--- src/rtl/acc_snap_ctrl_pkg.sv ---
// Shared types and default sizes for the accumulation-window / snapshot sequencer.
package acc_snap_ctrl_pkg;

  localparam int DEF_LEN_WIDTH       = 32;
  localparam int DEF_CNT_WIDTH       = 32;
  localparam int DEF_SNAP_ADDR_WIDTH = 10;

  typedef enum logic [1:0] {
    SNAP_IDLE    = 2'd0,
    SNAP_ARMED   = 2'd1,
    SNAP_CAPTURE = 2'd2,
    SNAP_DONE    = 2'd3
  } snap_state_t;

endpackage

--- src/rtl/acc_snap_ctrl_if.sv ---
// Register-file controls, sample stream and accumulator/snapshot strobes of acc_snap_ctrl.
// din_valid is a one-way valid with no back-pressure: every cycle it is high, one
// sample is consumed, and dout_valid repeats it exactly one cycle later.
interface acc_snap_ctrl_if
  import acc_snap_ctrl_pkg::*;
#(
  parameter int LEN_WIDTH       = DEF_LEN_WIDTH,
  parameter int CNT_WIDTH       = DEF_CNT_WIDTH,
  parameter int SNAP_ADDR_WIDTH = DEF_SNAP_ADDR_WIDTH
);
  logic [LEN_WIDTH-1:0]       acc_len;
  logic                       cnt_rst;
  logic                       snapshot_trigger;
  logic                       din_valid;
  logic                       dout_valid;
  logic                       acc_first;
  logic                       acc_last;
  logic [CNT_WIDTH-1:0]       dump_count;
  logic                       snap_we;
  logic [SNAP_ADDR_WIDTH-1:0] snap_addr;
  logic                       snap_busy;
  logic                       snap_done;
  snap_state_t                state_dbg;

  modport master (
    output acc_len, cnt_rst, snapshot_trigger, din_valid,
    input  dout_valid, acc_first, acc_last, dump_count, snap_we, snap_addr,
           snap_busy, snap_done, state_dbg
  );

  modport slave (
    input  acc_len, cnt_rst, snapshot_trigger, din_valid,
    output dout_valid, acc_first, acc_last, dump_count, snap_we, snap_addr,
           snap_busy, snap_done, state_dbg
  );
endinterface

--- src/rtl/acc_window_cnt.sv ---
// Window length latch and valid-sample counter; decodes the first/last sample of each window.
module acc_window_cnt
  import acc_snap_ctrl_pkg::*;
#(
  parameter int LEN_WIDTH = DEF_LEN_WIDTH
) (
  input  logic                 clk,
  input  logic                 rst_n,
  input  logic                 din_valid,
  input  logic [LEN_WIDTH-1:0] acc_len,
  input  logic                 clr,
  output logic                 first_c,
  output logic                 last_c
);
  logic [LEN_WIDTH-1:0] len;
  logic [LEN_WIDTH-1:0] smp_cnt;
  logic [LEN_WIDTH-1:0] cur_len;
  logic                 at_start;

  // At a window start the fresh acc_len applies immediately, so len=1 windows
  // decode first and last on the same sample.
  assign at_start = (smp_cnt == '0);
  assign cur_len  = at_start ? ((acc_len == '0) ? LEN_WIDTH'(1) : acc_len) : len;
  assign first_c  = din_valid & at_start;
  assign last_c   = din_valid & (smp_cnt == cur_len - LEN_WIDTH'(1));

  always_ff @(posedge clk or negedge rst_n) begin
    if (!rst_n) begin
      smp_cnt <= '0;
      len     <= LEN_WIDTH'(1);
    end else if (clr) begin
      smp_cnt <= '0;
    end else if (din_valid) begin
      if (at_start) len <= cur_len;
      smp_cnt <= last_c ? '0 : smp_cnt + LEN_WIDTH'(1);
    end
  end
endmodule

--- src/rtl/acc_snap_ctrl.sv ---
// Accumulation-window and snapshot sequencer: registered accumulator strobes, dump
// counter and the capture FSM that writes consecutive dumps into the snapshot BRAM.
module acc_snap_ctrl
  import acc_snap_ctrl_pkg::*;
#(
  parameter int LEN_WIDTH       = DEF_LEN_WIDTH,
  parameter int CNT_WIDTH       = DEF_CNT_WIDTH,
  parameter int SNAP_ADDR_WIDTH = DEF_SNAP_ADDR_WIDTH
) (
  input  logic           axi_clock,
  input  logic           rst_n,
  acc_snap_ctrl_if.slave bus
);
  logic                       first_c;
  logic                       last_c;
  logic                       trig_q;
  logic                       rise;
  logic [SNAP_ADDR_WIDTH-1:0] wptr;
  snap_state_t                state;

  acc_window_cnt #(.LEN_WIDTH(LEN_WIDTH)) u_window (
    .clk       (axi_clock),
    .rst_n     (rst_n),
    .din_valid (bus.din_valid),
    .acc_len   (bus.acc_len),
    .clr       (bus.cnt_rst),
    .first_c   (first_c),
    .last_c    (last_c)
  );

  assign rise          = bus.snapshot_trigger & ~trig_q;
  assign bus.state_dbg = state;

  // trig_q resets high so a trigger already asserted at reset release never arms.
  always_ff @(posedge axi_clock or negedge rst_n) begin
    if (!rst_n) begin
      trig_q         <= 1'b1;
      state          <= SNAP_IDLE;
      wptr           <= '0;
      bus.dout_valid <= 1'b0;
      bus.acc_first  <= 1'b0;
      bus.acc_last   <= 1'b0;
      bus.dump_count <= '0;
      bus.snap_we    <= 1'b0;
      bus.snap_addr  <= '0;
      bus.snap_busy  <= 1'b0;
      bus.snap_done  <= 1'b0;
    end else begin
      trig_q <= bus.snapshot_trigger;
      if (bus.cnt_rst) begin
        state          <= SNAP_IDLE;
        wptr           <= '0;
        bus.dout_valid <= 1'b0;
        bus.acc_first  <= 1'b0;
        bus.acc_last   <= 1'b0;
        bus.dump_count <= '0;
        bus.snap_we    <= 1'b0;
        bus.snap_addr  <= '0;
        bus.snap_busy  <= 1'b0;
        bus.snap_done  <= 1'b0;
      end else begin
        bus.dout_valid <= bus.din_valid;
        bus.acc_first  <= first_c;
        bus.acc_last   <= last_c;
        bus.snap_we    <= 1'b0;
        if (last_c) bus.dump_count <= bus.dump_count + CNT_WIDTH'(1);
        // Decisions use the state held when the sample arrives, so a dump that
        // coincides with arming is not captured.
        unique case (state)
          SNAP_IDLE, SNAP_DONE: begin
            if (rise) begin
              state         <= SNAP_ARMED;
              bus.snap_busy <= 1'b1;
              bus.snap_done <= 1'b0;
            end
          end
          SNAP_ARMED: begin
            if (last_c) begin
              bus.snap_we   <= 1'b1;
              bus.snap_addr <= '0;
              wptr          <= SNAP_ADDR_WIDTH'(1);
              state         <= SNAP_CAPTURE;
            end
          end
          SNAP_CAPTURE: begin
            if (last_c) begin
              bus.snap_we   <= 1'b1;
              bus.snap_addr <= wptr;
              wptr          <= wptr + SNAP_ADDR_WIDTH'(1);
              if (wptr == '1) begin
                state         <= SNAP_DONE;
                bus.snap_busy <= 1'b0;
                bus.snap_done <= 1'b1;
              end
            end
          end
          default: state <= SNAP_IDLE;
        endcase
      end
    end
  end
endmodule

--- src/flat_wrapper.sv ---
// flat-port wrapper written by rule: the top's interface ports become plain ports
module acc_snap_ctrl_flat import acc_snap_ctrl_pkg::*;
#(
  parameter int LEN_WIDTH       = DEF_LEN_WIDTH,
  parameter int CNT_WIDTH       = DEF_CNT_WIDTH,
  parameter int SNAP_ADDR_WIDTH = DEF_SNAP_ADDR_WIDTH
)
  (axi_clock, rst_n, bus_acc_len, bus_cnt_rst, bus_snapshot_trigger, bus_din_valid, bus_dout_valid, bus_acc_first, bus_acc_last, bus_dump_count, bus_snap_we, bus_snap_addr, bus_snap_busy, bus_snap_done, bus_state_dbg);
  acc_snap_ctrl_if #(.LEN_WIDTH(LEN_WIDTH), .CNT_WIDTH(CNT_WIDTH), .SNAP_ADDR_WIDTH(SNAP_ADDR_WIDTH)) bus_i ();
  input  logic axi_clock;
  input  logic rst_n;
  input wire logic [$bits(bus_i.acc_len)-1:0] bus_acc_len;
  input wire logic [$bits(bus_i.cnt_rst)-1:0] bus_cnt_rst;
  input wire logic [$bits(bus_i.snapshot_trigger)-1:0] bus_snapshot_trigger;
  input wire logic [$bits(bus_i.din_valid)-1:0] bus_din_valid;
  output wire logic [$bits(bus_i.dout_valid)-1:0] bus_dout_valid;
  output wire logic [$bits(bus_i.acc_first)-1:0] bus_acc_first;
  output wire logic [$bits(bus_i.acc_last)-1:0] bus_acc_last;
  output wire logic [$bits(bus_i.dump_count)-1:0] bus_dump_count;
  output wire logic [$bits(bus_i.snap_we)-1:0] bus_snap_we;
  output wire logic [$bits(bus_i.snap_addr)-1:0] bus_snap_addr;
  output wire logic [$bits(bus_i.snap_busy)-1:0] bus_snap_busy;
  output wire logic [$bits(bus_i.snap_done)-1:0] bus_snap_done;
  output wire logic [$bits(bus_i.state_dbg)-1:0] bus_state_dbg;
  assign bus_i.acc_len = bus_acc_len;
  assign bus_i.cnt_rst = bus_cnt_rst;
  assign bus_i.snapshot_trigger = bus_snapshot_trigger;
  assign bus_i.din_valid = bus_din_valid;
  assign bus_dout_valid = bus_i.dout_valid;
  assign bus_acc_first = bus_i.acc_first;
  assign bus_acc_last = bus_i.acc_last;
  assign bus_dump_count = bus_i.dump_count;
  assign bus_snap_we = bus_i.snap_we;
  assign bus_snap_addr = bus_i.snap_addr;
  assign bus_snap_busy = bus_i.snap_busy;
  assign bus_snap_done = bus_i.snap_done;
  assign bus_state_dbg = bus_i.state_dbg;
  acc_snap_ctrl #(.LEN_WIDTH(LEN_WIDTH), .CNT_WIDTH(CNT_WIDTH), .SNAP_ADDR_WIDTH(SNAP_ADDR_WIDTH)) u_core (.axi_clock(axi_clock), .rst_n(rst_n), .bus(bus_i));
endmodule
--- config.mk ---
export PLATFORM = sky130hd
export DESIGN_NAME = acc_snap_ctrl_flat
export DESIGN_NICKNAME = d
export VERILOG_FILES = /design/src/rtl/acc_snap_ctrl_pkg.sv /design/src/rtl/acc_snap_ctrl_if.sv /design/src/rtl/acc_window_cnt.sv /design/src/rtl/acc_snap_ctrl.sv /design/src/flat_wrapper.sv
export SDC_FILE = /design/constraint.sdc
export NUM_CORES = 1
export LEC_CHECK = 0
export ABC_AREA = 1
export ABC_CLOCK_PERIOD_IN_PS = 5900
export CORE_AREA = 8 8 159 161
export DETAILED_ROUTE_END_ITERATION = 16
export DIE_AREA = 0 0 167 169
export DONT_BUFFER_PORTS = 1
export GPL_ROUTABILITY_DRIVEN = 0
export PLACE_DENSITY = 0.6
export SETUP_SLACK_MARGIN = 0.1
export SYNTH_ARGS = -nofsm -noshare
export SYNTH_HDL_FRONTEND = slang
export SYNTH_SLANG_ARGS = --single-unit
export TNS_END_PERCENT = 20
--- constraint.sdc ---
create_clock -name axi_clock -period 5.9 [get_ports axi_clock]
set_input_delay 1.475 -clock axi_clock [delete_from_list [all_inputs] [get_ports axi_clock]]
set_output_delay 1.475 -clock axi_clock [all_outputs]
set_load 0.05 [all_outputs]
After elaboration in Yosys (flattened, before gate mapping)
Index checks and enable logic that the tools add are counted.

word-level totals
  input bits = 37
  word-level logic and storage cells = 81
  output and inout port bits = 50
  bits in registers = 125

cells by class
  bitwise logic cells = 5
  eq/ne operators = 9
  reduce and logical (&&, ||, !) cells = 13
  muxes and demuxes = 37
  add/sub/neg operators = 4

operators by type and width
  operator                                                               number
  32-bit two-way mux                                                     7
  32-bit by 1-bit adder with 32-bit output, second input constant        2
  32-bit zero test                                                       2
  10-bit two-way mux                                                     6
  10-bit one-hot mux with 2 select lines                                 2
  32-bit equality test                                                   1
  32-bit by 1-bit subtractor with 32-bit output, second input constant   1
  1-bit two-way mux                                                      14
  3-bit by 2-bit != test with 1-bit output, second input constant        4
  10-bit by 1-bit adder with 10-bit output, second input constant        1
  10-bit equality test, second input constant                            1
  2-bit two-way mux                                                      5
  4-bit AND reduction                                                    2
  2-bit one-hot mux with 3 select lines                                  1
  3-bit AND reduction                                                    2
  3-bit nonzero test                                                     2
  2-bit equality test, second input constant                             2
  1-bit one-hot mux with 2 select lines                                  2
  2-bit nonzero test                                                     2
  2-bit OR reduction                                                     2
  1-bit AND                                                              3
  2-bit by 1-bit equality test with 1-bit output, second input constant  1
  2-bit zero test                                                        1
  1-bit NOT                                                              2

Depth between registers and ports, before layout
Gate-level depths: netlist of the first run.

  depth in word-level cells = 9
  mapped depth = 30
  depth with buffers taken out = 29

Modules after synthesis
A second synthesis of the first run with hierarchy kept.

second synthesis, totals
  cell total of the unflattened synthesis = 1,407
  area total of the unflattened synthesis = 9,382.7 um^2

modules (own cells, without submodules)
  module          cells an instance  area an instance (um^2)  instances  seq. area each (um^2)
  acc_window_cnt  963                6,058.3                  1          1,602.8
  acc_snap_ctrl   444                3,324.4                  1          1,527.7

Least setup slack after synthesis of the first run
Ideal clock, no wire load.

  path kind = input -> register
  from = in bus_acc_len[20]
  to = reg u_core.bus.dump_count[23]
  path slack = 2.018 ns
  path buffers = 2
  library setup time = 0.135 ns
  stages = 27
  required time = 5.765 ns
  arrival = 3.747 ns
  cell sequence = inv_1 -> nand2_1 -> nor2_1 -> nand2_1 -> nor2_1 -> nand2_1 -> nand3_1 -> nand2_1 -> ha_1 -> a21oi_1 -> o21ai_0 -> a21oi_1 -> nand2_1 -> nor2_1 -> nand2_1 -> nor2_1 -> nand2_1 -> nor2_1 -> nand2_1 -> nor2_2 -> nand2_2 -> nand2_1 -> buf_4 -> inv_2 -> buf_6 -> nand2_1 -> o31ai_1

on the way
  word-level cells in the longest chain between the ends = 7

RTL lines
  element                                          line                    source
  start: declaration                               flat_wrapper.sv:12      input wire logic [$bits(bus_i.acc_len)-1:0] bus_acc_len;
  32-bit zero test                                 acc_window_cnt.sv:23    assign cur_len = at_start ? ((acc_len == '0) ? LEN_WIDTH'(1) : acc_len) : len;
  32-bit two-way mux * (2 in a row)                acc_window_cnt.sv:23
  32-bit by 1-bit subtractor with 32-bit output *  acc_window_cnt.sv:25    assign last_c = din_valid & (smp_cnt == cur_len - LEN_WIDTH'(1));
  32-bit equality test *                           acc_window_cnt.sv:25
  1-bit AND *                                      acc_window_cnt.sv:25
  2-bit nonzero test (no line) *                   --
  end signal: assignment                           acc_snap_ctrl.sv:66     if (last_c) bus.dump_count <= bus.dump_count + CNT_WIDTH'(1);
  end: declaration                                 acc_snap_ctrl_if.sv:33  output dout_valid, acc_first, acc_last, dump_count, snap_we, snap_addr,

Mark *: on every way between the ends. The rest lies on a longest branch, timed or not.
A chain may end at the register's enable or synchronous reset.

Worst setup path after layout of the first run
  from = reg u_core.u_window.smp_cnt[0]
  to = reg u_core.bus.snap_addr[5]

on the way
  word-level cells in the longest chain between the ends = 7
  elaborated cells between the ends (all ways) = 8
  those cells by class = add/sub (1); eq/ne (3); mux (1); bitwise (1); reduce/logical (2)

RTL lines
  element                                             line                    source
  start: declaration                                  acc_window_cnt.sv:16    logic [LEN_WIDTH-1:0] smp_cnt;
  start signal: assignment                            acc_window_cnt.sv:35    smp_cnt <= last_c ? '0 : smp_cnt + LEN_WIDTH'(1);
  32-bit zero test                                    acc_window_cnt.sv:22    assign at_start = (smp_cnt == '0);
  32-bit two-way mux                                  acc_window_cnt.sv:23
  32-bit by 1-bit subtractor with 32-bit output       acc_window_cnt.sv:25
  32-bit equality test *                              acc_window_cnt.sv:25
  1-bit AND *                                         acc_window_cnt.sv:25
  3-bit by 2-bit != test with 1-bit output (no line)  --
  3-bit AND reduction (no line) *                     --
  end signal: assignment                              acc_snap_ctrl.sv:88     bus.snap_addr <= wptr;
  end: declaration                                    acc_snap_ctrl_if.sv:33

Marked as above.

==> out/metrics.cfg, run 1 <==
[place]
portBuffers=0
place_hpwl_um=19200
post_dp_cell_area_um2=9071

[synth]
netlist_instances=1355
synth-seq-cells=125
yosys.area.top_type_share_pct=34.58
synth.cell_area_um2=8901
syn-num-nets=1399
ys_top_cells_by_area=dfrtp_1 (35%), nand2_1 (18%), nor2_1 (7.7%)
yosysTopAreaCell=dfrtp_1
synth-seq-area-share_pct=35.17
yosys_warnings=0
yosysUniqueCellTypes=39
syn_avg_cell_area_um2=6.569

[clocking]
hold_buffers=0
path_clk_slew_ns=0.07
cts.htree.levels=4
cts_tree=yes
cts_setup_buffers=0
cts_made_buffers=17
ctsRootBufferMaster=clkbuf_16
cts_max_path_buffers=2
ctsResizeCount=0
insertion_delay_ns=0.43
clkSinkCount=125

[job]
max_cap_violations=0

[grt]
grt_first_pass_wirelength_um=42800
grt_usage_pct=18.63
antenna_found_initial=0
overflow=0
grt_start_max_net_pins=126
grt_pass1_vias=8293

[worst_setup_path]
critPathCaptureType=register
arrival_ns=5.14
cp_max_fo=39
required_ns=6.21
start_kind=register
crit_type=register to register

[drt]
first_pass_iters=4
ant_nets=0
num_vias=8367
viasPerCell=5.099
wirelength_um=25540
wl_per_cell_um=15.56
initialDrtViolationCount=612
drc=0

[sta]
tightestPinTransition_ns=0.9720
hold_viol_final=0
layout_worst_path_cycle_share_pct=81.86
relSlewSlack_pct=34.96
tns_ns=0
rsz0062_at_grt=no
holdWs_ns=0.4828
skew_ns=0.01237
setup_viol=0
max_freq_mhz=207.1
final.min_clock_period_ns=4.830
drv_slew=0

[layout]
drive_above_1_share_pct=6.588
nNetsFinal=1382
fin_area_um2=9664
antenna_cells=0
syn_to_final_growth_pct=8.575

[outcome]
status=finished clean

[floorplanning]
core_um2=22910
die_area_um2=28220
start_util_pct=38.85
row_count=56
ios=87
die_h_um=169
fp.dieW_um=167

[hold_path]
hp-class=register to register

[power]
powerDensity_nw_per_um2=377.6
p_leak_nw=4.388
peakVddDrop_mv=0.2030

-- stage by stage --
stage	instances	utilization [%]	power, mW	worst slack [ns]
floorplan	1355	-	2.269	2.018
global placement	1609	39.59	2.557	0.8189
detailed placement	1609	39.59	2.569	0.7414
CTS	1641	42.18	3.670	1.083
global route	1641	42.18	3.944	0.5664
finish	1641	42.18	3.649	1.070
-- per-layer routing --
| layer | global-route usage [%] | vias to the layer above | part of all wire [%] |
|---|---|---|---|
| li1 | - | 4277 | - |
| met3 | 5.171 | 35 | 6.6 |
| met2 | 32.35 | 195 | 48 |
| met4 | 5.014 | 0 | 1.7 |
| met1 | 22.33 | 3860 | 44 |
| met5 | 0 | - | 0 |
-- area by class of cell --
cell class,count,area (µm²)
repair buffers,7,52.55
clock inverters,15,167.7
clock buffers,17,425.4
multi-input cells,1028,4928
fillers,2422,13250
flip-flops and latches,125,3131
well taps,290,362.8
inverters,159,596.8
-- cell usage in the layout (no fill, tap or decap), types with 2 or more instances in the layout --
cell type,count
nand3b_1,10
inv_6,5
inv_2,9
clkbuf_16,17
nand4_1,37
xnor2_1,12
nor3_1,34
o21bai_1,2
nand2_2,4
inv_1,150
dfstp_2,2
nand3_1,73
o21ai_1,42
nor2_4,5
o21ai_0,68
o21ai_2,6
dfrtp_1,123
clkinvlp_4,2
o31ai_1,13
nor3b_1,3
inv_8,7
nor2_2,17
ha_1,7
xor2_1,52
a21oi_1,13
nor2_1,182
or2_2,2
nand2_1,429
nor4_1,7
buf_4,7
-- synth_stat cells (all sizes together) --
master,count
a21boi,1
a21oi,13
a221oi,1
a31o,1
a31oi,1
and2,1
buf,29
clkbuf,14
dfrtp,123
dfstp,2
ha,7
inv,159
nand2,434
nand3,74
nand3b,10
nand4,37
nor2,205
nor3,34
nor3b,3
nor4,8
o21ai,116
o21bai,2
o31ai,13
or2,2
or3,1
xnor2,12
xor2,52
-- flip-flops by register name, indices dropped and copies added, names as in the netlist, 2 cells and up --
| signal | flops |
|---|---|
| u_core.bus.dump_count | 32 |
| u_core.bus.snap_addr | 10 |
| u_core.u_window.len | 32 |
| u_core.wptr | 10 |
| u_core.u_window.smp_cnt | 32 |
| u_core.bus.state_dbg | 2 |
-- final timing paths --
| kind | startpoint | end | slack, ns | cells past startpoint |
|---|---|---|---|---|
| min in group asynchronous | rst_n | u_core.bus.acc_first | 0.74 | 0 |
| hold reg to reg | u_core.u_window.len[4] | u_core.u_window.len[4] | 0.48 | 2 |
| setup reg to reg | u_core.u_window.smp_cnt[0] | u_core.bus.snap_addr[5] | 1.07 | 24 |
| max in group asynchronous | rst_n | u_core.trig_q | 4.89 | 0 |
| hold / removal | u_core.u_window.len[4] | u_core.u_window.len[4] | 0.48 | 2 |
| setup / recovery | u_core.u_window.smp_cnt[0] | u_core.bus.snap_addr[5] | 1.07 | 24 |
-- where the power goes --
group          switching, mW  leakage [nW]  total [mW]  internal, mW
clock network          0.476         0.289        1.08         0.606
registers              0.110          1.70        1.07         0.964
logic                   1.03          2.39        1.49         0.460
-- worst max-delay path, stage by stage, from the launching register on --
cell	delay, ns
dfrtp_1	0.44
inv_1	0.11
ha_1	0.24
nand2_1	0.11
nor2_4	0.16
nand2_4	0.14
nor2_8	0.35
buf_4	0.39
o21ai_1	0.22
nor2_1	0.19
nand2_1	0.11
nor2_1	0.17
nand3_1	0.15
o21ai_1	0.15
nand2_1	0.06
nor2_1	0.13
nand2_1	0.07
nor2_1	0.12
nand2_2	0.09
buf_4	0.22
nand2_1	0.50
nand2_1	0.11
buf_4	0.27
nand2_1	0.10
o21ai_1	0.07
-- cells by family after synthesis --
logic type / count (synthesis) / synth area share [%]
fa+ha+maj: 7 / 0.9839
flops: 125 / 35.17
buf+inv: 202 / 9.460
compound gates: 148 / 9.123
xor+xnor: 64 / 6.297
simple gates: 809 / 38.97
Note: power is estimated with default switching activity, not from simulation.
==> run 2, diff against run 1 <==
Settings changed: ABC_CLOCK_PERIOD_IN_PS 5900 to 4600.
Clock period 5.9 ns to 4.6 ns, I/O delays scaled along.
==> out/metrics.cfg, run 2 (synthesized netlist as in run 1, its figures left out) <==
[floorplanning]
fp.dieW_um=167  ; unchanged
die_area_um2=28220  ; unchanged
ios=87  ; unchanged
row_count=56  ; unchanged
die_h_um=169  ; unchanged
start_util_pct=38.85  ; unchanged
core_um2=22910  ; unchanged

[grt]
grt_first_pass_wirelength_um=42450  ; was 42800 µm
grt_start_max_net_pins=126  ; unchanged
grt_usage_pct=18.51  ; was 18.63%
antenna_found_initial=0  ; unchanged
grt-busiest-layer=met2  ; unchanged
gr-usage-met1_pct=22.98  ; was 22.33%
met2_usage_pct=30.99  ; was 32.35%
grt_pass1_vias=8158  ; was 8293
overflow=0  ; unchanged
grt_use_met3_pct=4.449  ; was 5.171%

[place]
portBuffers=0  ; unchanged
post_dp_cell_area_um2=9186  ; was 9071 µm²
place_hpwl_um=19480  ; was 19200 µm
place_ws_ns=0.2181  ; was 0.7414 ns

[clocking]
ctsRootBufferMaster=clkbuf_16  ; unchanged
cts_max_path_buffers=2  ; unchanged
cts.htree.levels=4  ; unchanged
path_clk_slew_ns=0.07  ; about the same
clkSinkCount=125  ; unchanged
cts_tree=yes  ; unchanged
insertion_delay_ns=0.43  ; about the same
cts_made_buffers=17  ; unchanged

[drt]
drc=0  ; unchanged
ant_nets=0  ; unchanged
viasPerCell=5.107  ; was 5.099
num_vias=8452  ; was 8367
wirelength_um=25550  ; was 25540 µm
wl_per_cell_um=15.44  ; was 15.56 µm
initialDrtViolationCount=656  ; was 612
first_pass_iters=5  ; was 4

[sta]
skew_ns=0.01854  ; was 0.01237 ns
holdWs_ns=0.4159  ; was 0.4828 ns
final.min_clock_period_ns=4.079  ; was 4.830 ns
setup_viol=0  ; unchanged
max_freq_mhz=245.1  ; was 207.1 MHz
rsz0062_at_grt=no  ; unchanged
tightestPinTransition_ns=0.6749  ; was 0.9720 ns
tns_ns=0  ; unchanged
layout_worst_path_cycle_share_pct=88.68  ; was 81.86%
relSlewSlack_pct=55.01  ; was 34.96%
worst_slack_ns=0.5208  ; was 1.070 ns
drv_slew=0  ; unchanged
hold_viol_final=0  ; unchanged

[layout]
reg.largest.list=u_core.bus.dump_count: 32 flops, u_core.u_window.len: 32 flops, u_core.u_window.smp_cnt: 32 flops  ; unchanged
layout_common_cells=nand2_1 (429), nor2_1 (181), inv_1 (150)  ; was nand2_1 (429), nor2_1 (182), inv_1 (150)
drive_above_1_share_pct=7.619  ; was 6.588%
final_common_cell=nand2_1  ; unchanged
nNetsFinal=1396  ; was 1382
nFillCells=2431  ; was 2422
multi_input_area_um2=4931  ; was 4928 µm²
fin_area_um2=9866  ; was 9664 µm²
antenna_cells=0  ; unchanged
seq_area_um2=3131  ; unchanged
syn_to_final_growth_pct=10.84  ; was 8.575%

[job]
max_cap_violations=0  ; unchanged

[worst_setup_path]
cp_max_fo=46  ; was 39
reg2reg_from=u_core.u_window.smp_cnt[23]  ; was u_core.u_window.smp_cnt[0]
crit_start=u_core.u_window.smp_cnt[23]  ; was u_core.u_window.smp_cnt[0]
rrSetupSlack_ns=0.52  ; was 1.07 ns
r2r-end=u_core.bus.dump_count[0]  ; was u_core.bus.snap_addr[5]
crit_type=register to register  ; unchanged
critPathCaptureType=register  ; unchanged
rr_worst_depth=23  ; was 24
arrival_ns=4.35  ; was 5.14 ns
required_ns=4.87  ; was 6.21 ns
start_kind=register  ; unchanged
crit_end=u_core.bus.dump_count[0]  ; was u_core.bus.snap_addr[5]

[power]
powerDensity_nw_per_um2=493.5  ; was 377.6 nW/µm²
peakVddDrop_mv=0.2486  ; was 0.2030 mV
finalPower_mw=4.869  ; was 3.649 mW
p_leak_nw=4.504  ; was 4.388 nW

[hold_path]
hp-class=primary input to asynchronous set/reset pin  ; was register to register

[outcome]
status=finished clean  ; unchanged

==> run 2: layer usage <==
| layer | wire length [µm] | up-vias |
|---|---|---|
| li1 | - | 4291 |
| met1 | 11240 | 3910 |
| met2 | 12140 | 210 |
| met3 | 1567 | 41 |
| met4 | 594 | 0 |
| met5 | 0 | - |
==> run 2: area by class of cell <==
class / count / area share [%]
clock inverters: 15 / 2.270
multi-input cells: 1028 / 49.98
inverters: 159 / 6.049
repair buffers: 21 / 1.978
flip-flops and latches: 125 / 31.73
clock buffers: 17 / 4.312
well taps: 290 / 3.678
==> run 2: repair_timing <==
item                                    in CTS  in global routing
buffers inserted                             0                  2
hold buffers                                 0                  0
endpoints found under the setup margin       0                 26
gates resized for setup                      0                  1
==> run 2: worst min-delay path by stage <==
stage | endpoint | slack, ns
2_1_floorplan | u_core.u_window.len[10] | 0.45
3_3_place_gp | u_core.u_window.len[10] | 0.46
3_5_place_dp | u_core.u_window.len[3] | 0.47
4_1_cts | u_core.u_window.len[9] | 0.40
5_1_grt | u_core.u_window.len[19] | 0.40
6_report | u_core.u_window.len[9] | 0.42
==> run 2: through the flow <==
| stage | utilization (%) | instances |
|---|---|---|
| after floorplan | - | 1355 |
| after global placement | 40.09 | 1621 |
| after detailed placement | 40.09 | 1621 |
| after CTS | 42.93 | 1653 |
| after global routing | 43.06 | 1655 |
| final | 43.06 | 1655 |
==> run 2: critical path, cell delays in order (launching register included) <==
cell and delay [ns]:
dfrtp_1 0.49, nor2_2 0.25, nand2_1 0.08, nor2_1 0.12
nand2_2 0.19, nor2_8 0.24, buf_12 0.13, buf_12 0.19
o21ai_1 0.19, nor2_2 0.25, nand2_1 0.15, nor2_2 0.25
nand4_1 0.13, nand2_1 0.10, nand2_1 0.05, nor2_1 0.10
nand2_1 0.07, nor2_1 0.11, nand2_2 0.12, nand2_1 0.14
buf_12 0.24, inv_2 0.16, nand2_1 0.08, o21ai_0 0.09
==> run 2: power by group <==
part | switching, mW | internal [mW] | total [mW]
clock | 0.582 | 0.929 | 1.51
combinational | 1.35 | 0.638 | 1.99
sequential | 0.132 | 1.24 | 1.37
total | 2.06 | 2.80 | 4.87
==> run 3, diff against run 2 <==
Settings changed: ABC_AREA 1 to unset, CORE_AREA 8 8 159 161 to 8 8 158 160, DIE_AREA 0 0 167 169 to 0 0 166 168.
==> out/metrics.cfg, run 3 <==
[grt]
grt_first_pass_wirelength_um=46110  ; was 42450 µm
grt_usage_pct=20.35  ; was 18.51%
overflow=0  ; unchanged
grt_start_max_net_pins=126  ; unchanged
antenna_found_initial=0  ; unchanged
grt_pass1_vias=8242  ; was 8158

[layout]
layout_common_cells=dfrtp_1 (123), buf_4 (110), nor2_1 (73)  ; was nand2_1 (429), nor2_1 (181), inv_1 (150)
antenna_cells=0  ; unchanged
fin_area_um2=11330  ; was 9866 µm²
nNetsFinal=1137  ; was 1396
syn_to_final_growth_pct=27.69  ; was 10.84%
drive_above_1_share_pct=28.39  ; was 7.619%
final_common_cell=dfrtp_1  ; was nand2_1
nFillCells=2065  ; was 2431
reg.largest.list=u_core.bus.dump_count: 32 flops, u_core.u_window.len: 32 flops, u_core.u_window.smp_cnt: 32 flops  ; unchanged
finalNonFillerCells=1391  ; was 1655

[synth]
yosysUniqueCellTypes=71  ; was 39
synth_edf_count=0  ; unchanged
synthArstFlopShare_pct=100.0  ; unchanged
synth_top_flop_cell=dfrtp_1  ; unchanged
syn_avg_cell_area_um2=8.693  ; was 6.569 µm²
yosysMostFrequentCell=dfrtp_1  ; was nand2_1
yosys.area.top_type_share_pct=34.68  ; was 34.58%
ys_top_cells_by_area=dfrtp_1 (35%), mux2_2 (4.3%), xnor2_1 (4.0%)  ; was dfrtp_1 (35%), nand2_1 (18%), nor2_1 (7.7%)
synth-seq-area-share_pct=35.27  ; was 35.17%
synth-seq-cells=125  ; unchanged
syn-num-nets=1065  ; was 1399
netlist_instances=1021  ; was 1355
synth_commonest_cells=dfrtp_1 (123), nor2_1 (79), nand2_1 (61), clkbuf_1 (59), nand3_1 (54)  ; was nand2_1 (429), nor2_1 (182), inv_1 (150), dfrtp_1 (123), nand3_1 (73)
synth.cell_area_um2=8876  ; was 8901 µm²
yosys_warnings=0  ; unchanged
yosysTopAreaCell=dfrtp_1  ; unchanged

[place]
post_dp_cell_area_um2=9856  ; was 9186 µm²
place_hpwl_um=19650  ; was 19480 µm
portBuffers=0  ; unchanged
dp.cells=1340  ; was 1621

[sta]
worst_slack_ns=-0.5500  ; was 0.5208 ns
hold_viol_final=0  ; unchanged
layout_worst_path_cycle_share_pct=112.0  ; was 88.68%
tightestPinTransition_ns=1.335  ; was 0.6749 ns
relSlewSlack_pct=10.88  ; was 55.01%
final.min_clock_period_ns=5.150  ; was 4.079 ns
drv_slew=0  ; unchanged
max_freq_mhz=194.2  ; was 245.1 MHz
rsz0062_at_grt=yes  ; was no
skew_ns=0.01250  ; was 0.01854 ns
tns_ns=-32.74  ; was 0 ns
setup_viol=90  ; was 0

[floorplanning]
ios=87  ; unchanged
start_util_pct=39.69  ; was 38.85%
fp.dieW_um=166  ; was 167 µm
row_count=55  ; was 56
die_h_um=168  ; was 169 µm
core_um2=22370  ; was 22910 µm²
die_area_um2=27890  ; was 28220 µm²

[worst_setup_path]
arrival_ns=5.50  ; was 4.35 ns
r2r-end=u_core.bus.dump_count[28]  ; was u_core.bus.dump_count[0]
required_ns=4.95  ; was 4.87 ns
reg2reg_from=u_core.u_window.smp_cnt[24]  ; was u_core.u_window.smp_cnt[23]
crit_path_top_delay_cell=or4_4  ; was dfrtp_1
max_stage_delay_ns=0.53  ; was 0.49 ns
critPathCaptureType=register  ; unchanged
cp_max_fo=30  ; was 46
crit_type=primary input to register  ; was register to register
rr_worst_depth=18  ; was 23
critPathBufInv=2  ; was 4
rrSetupSlack_ns=-0.18  ; was 0.52 ns
start_kind=primary input  ; was register
crit_chain=or4_4 -> or3_4 -> or4b_4 -> a31o_4 -> ha_4 -> nor2b_4 -> and4_4 -> and3_4 -> a32o_2 -> buf_4 -> a211oi_4 -> o211ai_1 -> or3_4 -> buf_12 -> or4_4 -> a21oi_2  ; was nor2_2 -> nand2_1 -> nor2_1 -> nand2_2 -> nor2_8 -> buf_12 -> buf_12 -> o21ai_1 -> nor2_2 -> nand2_1 -> nor2_2 -> nand4_1 -> nand2_1 -> nand2_1 -> nor2_1 -> nand2_1 -> nor2_1 -> nand2_2 -> nand2_1 -> buf_12 -> inv_2 -> nand2_1 -> o21ai_0
cp_top_family=simple AND/OR/NAND/NOR gates  ; unchanged

[clocking]
cts_made_buffers=17  ; unchanged
insertion_delay_ns=0.43  ; about the same
cts_max_path_buffers=2  ; unchanged
hold_buffers=0  ; unchanged
clkSinkCount=125  ; unchanged
path_clk_slew_ns=0.07  ; about the same
ctsRootBufferMaster=clkbuf_16  ; unchanged
cts.htree.levels=4  ; unchanged
cts_tree=yes  ; unchanged

[job]
max_cap_violations=0  ; unchanged

[hold_path]
hp-class=primary input to asynchronous set/reset pin  ; unchanged

[drt]
ant_nets=0  ; unchanged
drc=0  ; unchanged
viasPerCell=6.254  ; was 5.107
num_vias=8699  ; was 8452
wl_per_cell_um=20.84  ; was 15.44 µm
first_pass_iters=6  ; was 5
wirelength_um=28990  ; was 25550 µm
initialDrtViolationCount=755  ; was 656

[power]
finalPower_mw=3.583  ; was 4.869 mW
peakVddDrop_mv=0.2120  ; was 0.2486 mV
p_leak_nw=4.432  ; was 4.504 nW
powerDensity_nw_per_um2=316.2  ; was 493.5 nW/µm²

[outcome]
violations=setup timing
status=complete, but fails checks  ; was finished clean

-- run 3: layout make-up --
cell class / instances / area [µm²] / area share (%)
clock buffer: 19 / 452.9 / 3.996
multi-input combinational: 800 / 5971 / 52.68
inverter: 19 / 71.32 / 0.6293
timing repair buffer: 130 / 1175 / 10.37
clock inverter: 13 / 176.4 / 1.557
tap: 285 / 356.6 / 3.146
sequential: 125 / 3131 / 27.62
-- run 3: what timing repair did --
| item | in CTS | in global routing |
|---|---|---|
| gates cloned | 3 | 1 |
| pin swaps | 78 | 29 |
| gates resized for setup | 82 | 54 |
| setup endpoints to repair | 90 | 90 |
| buffers inserted | 8 | 7 |
| hold endpoints to repair | 0 | 0 |
-- run 3: worst register-to-register path, cell delays in order, from the launching register on --
cell and delay, ns:
dfrtp_1 0.38, nor4_1 0.32, buf_4 0.17, and4_1 0.31, buf_4 0.38, a21oi_1 0.17, a31o_4 0.24, ha_4 0.18
nor2b_4 0.14, and4_4 0.16, and3_4 0.17, a32o_2 0.27, buf_4 0.15, a211oi_4 0.21, o211ai_1 0.17, or3_4 0.42
buf_12 0.18, or4_4 0.54, a21oi_2 0.15
-- run 3: per-stage QoR --
step                      hold slack [ns]  utilization [%]  worst slack (ns)
after CTS                          0.3912            49.05           -0.5058
after detailed placement           0.5229            44.07            -1.138
after floorplan                    0.4932                -            -1.100
final                              0.4060            50.67           -0.5500
after global routing               0.3860            50.67           -0.6430
after global placement             0.5052            44.07            -1.037
-- run 3: report_power, final --
part | switching (mW) | internal, mW | total (mW)
clock | 0.559 | 0.894 | 1.45
combinational | 0.424 | 0.335 | 0.759
sequential | 0.190 | 1.18 | 1.37
total | 1.17 | 2.41 | 3.58
-- run 3: worst max path at each step --
stage	start	end	slack, ns	cells past startpoint
after floorplan	bus_acc_len[13]	u_core.bus.dump_count[20]	-1.10	19
after global placement	bus_acc_len[16]	u_core.bus.dump_count[27]	-1.04	18
after detailed placement	bus_acc_len[16]	u_core.bus.dump_count[30]	-1.14	18
after CTS	bus_acc_len[16]	u_core.bus.dump_count[22]	-0.51	17
after global routing	bus_acc_len[16]	u_core.bus.dump_count[28]	-0.64	17
final	bus_acc_len[16]	u_core.bus.dump_count[28]	-0.55	16
-- run 3: logic make-up after synthesis --
| logic type | Yosys count | share of synthesized area, % |
|---|---|---|
| muxes | 54 | 6.710 |
| adders and majority gates | 7 | 0.9867 |
| AOI/OAI and AO/OA | 199 | 15.96 |
| DFF | 125 | 35.27 |
| buffers and inverters | 96 | 4.285 |
| and+or+nand+nor | 464 | 29.29 |
| xor gates and xnor gates | 76 | 7.499 |
-- run 3: layer usage --
layer | GRT usage, % | routed length, µm | share of wire [%] | vias up
met3 | 6.034 | 2349 | 8.1 | 46
met5 | 0 | 0 | 0 | -
met4 | 6.126 | 561 | 1.9 | 0
li1 | - | - | - | 4021
met1 | 25.96 | 12530 | 43 | 4318
met2 | 32.81 | 13550 | 47 | 314
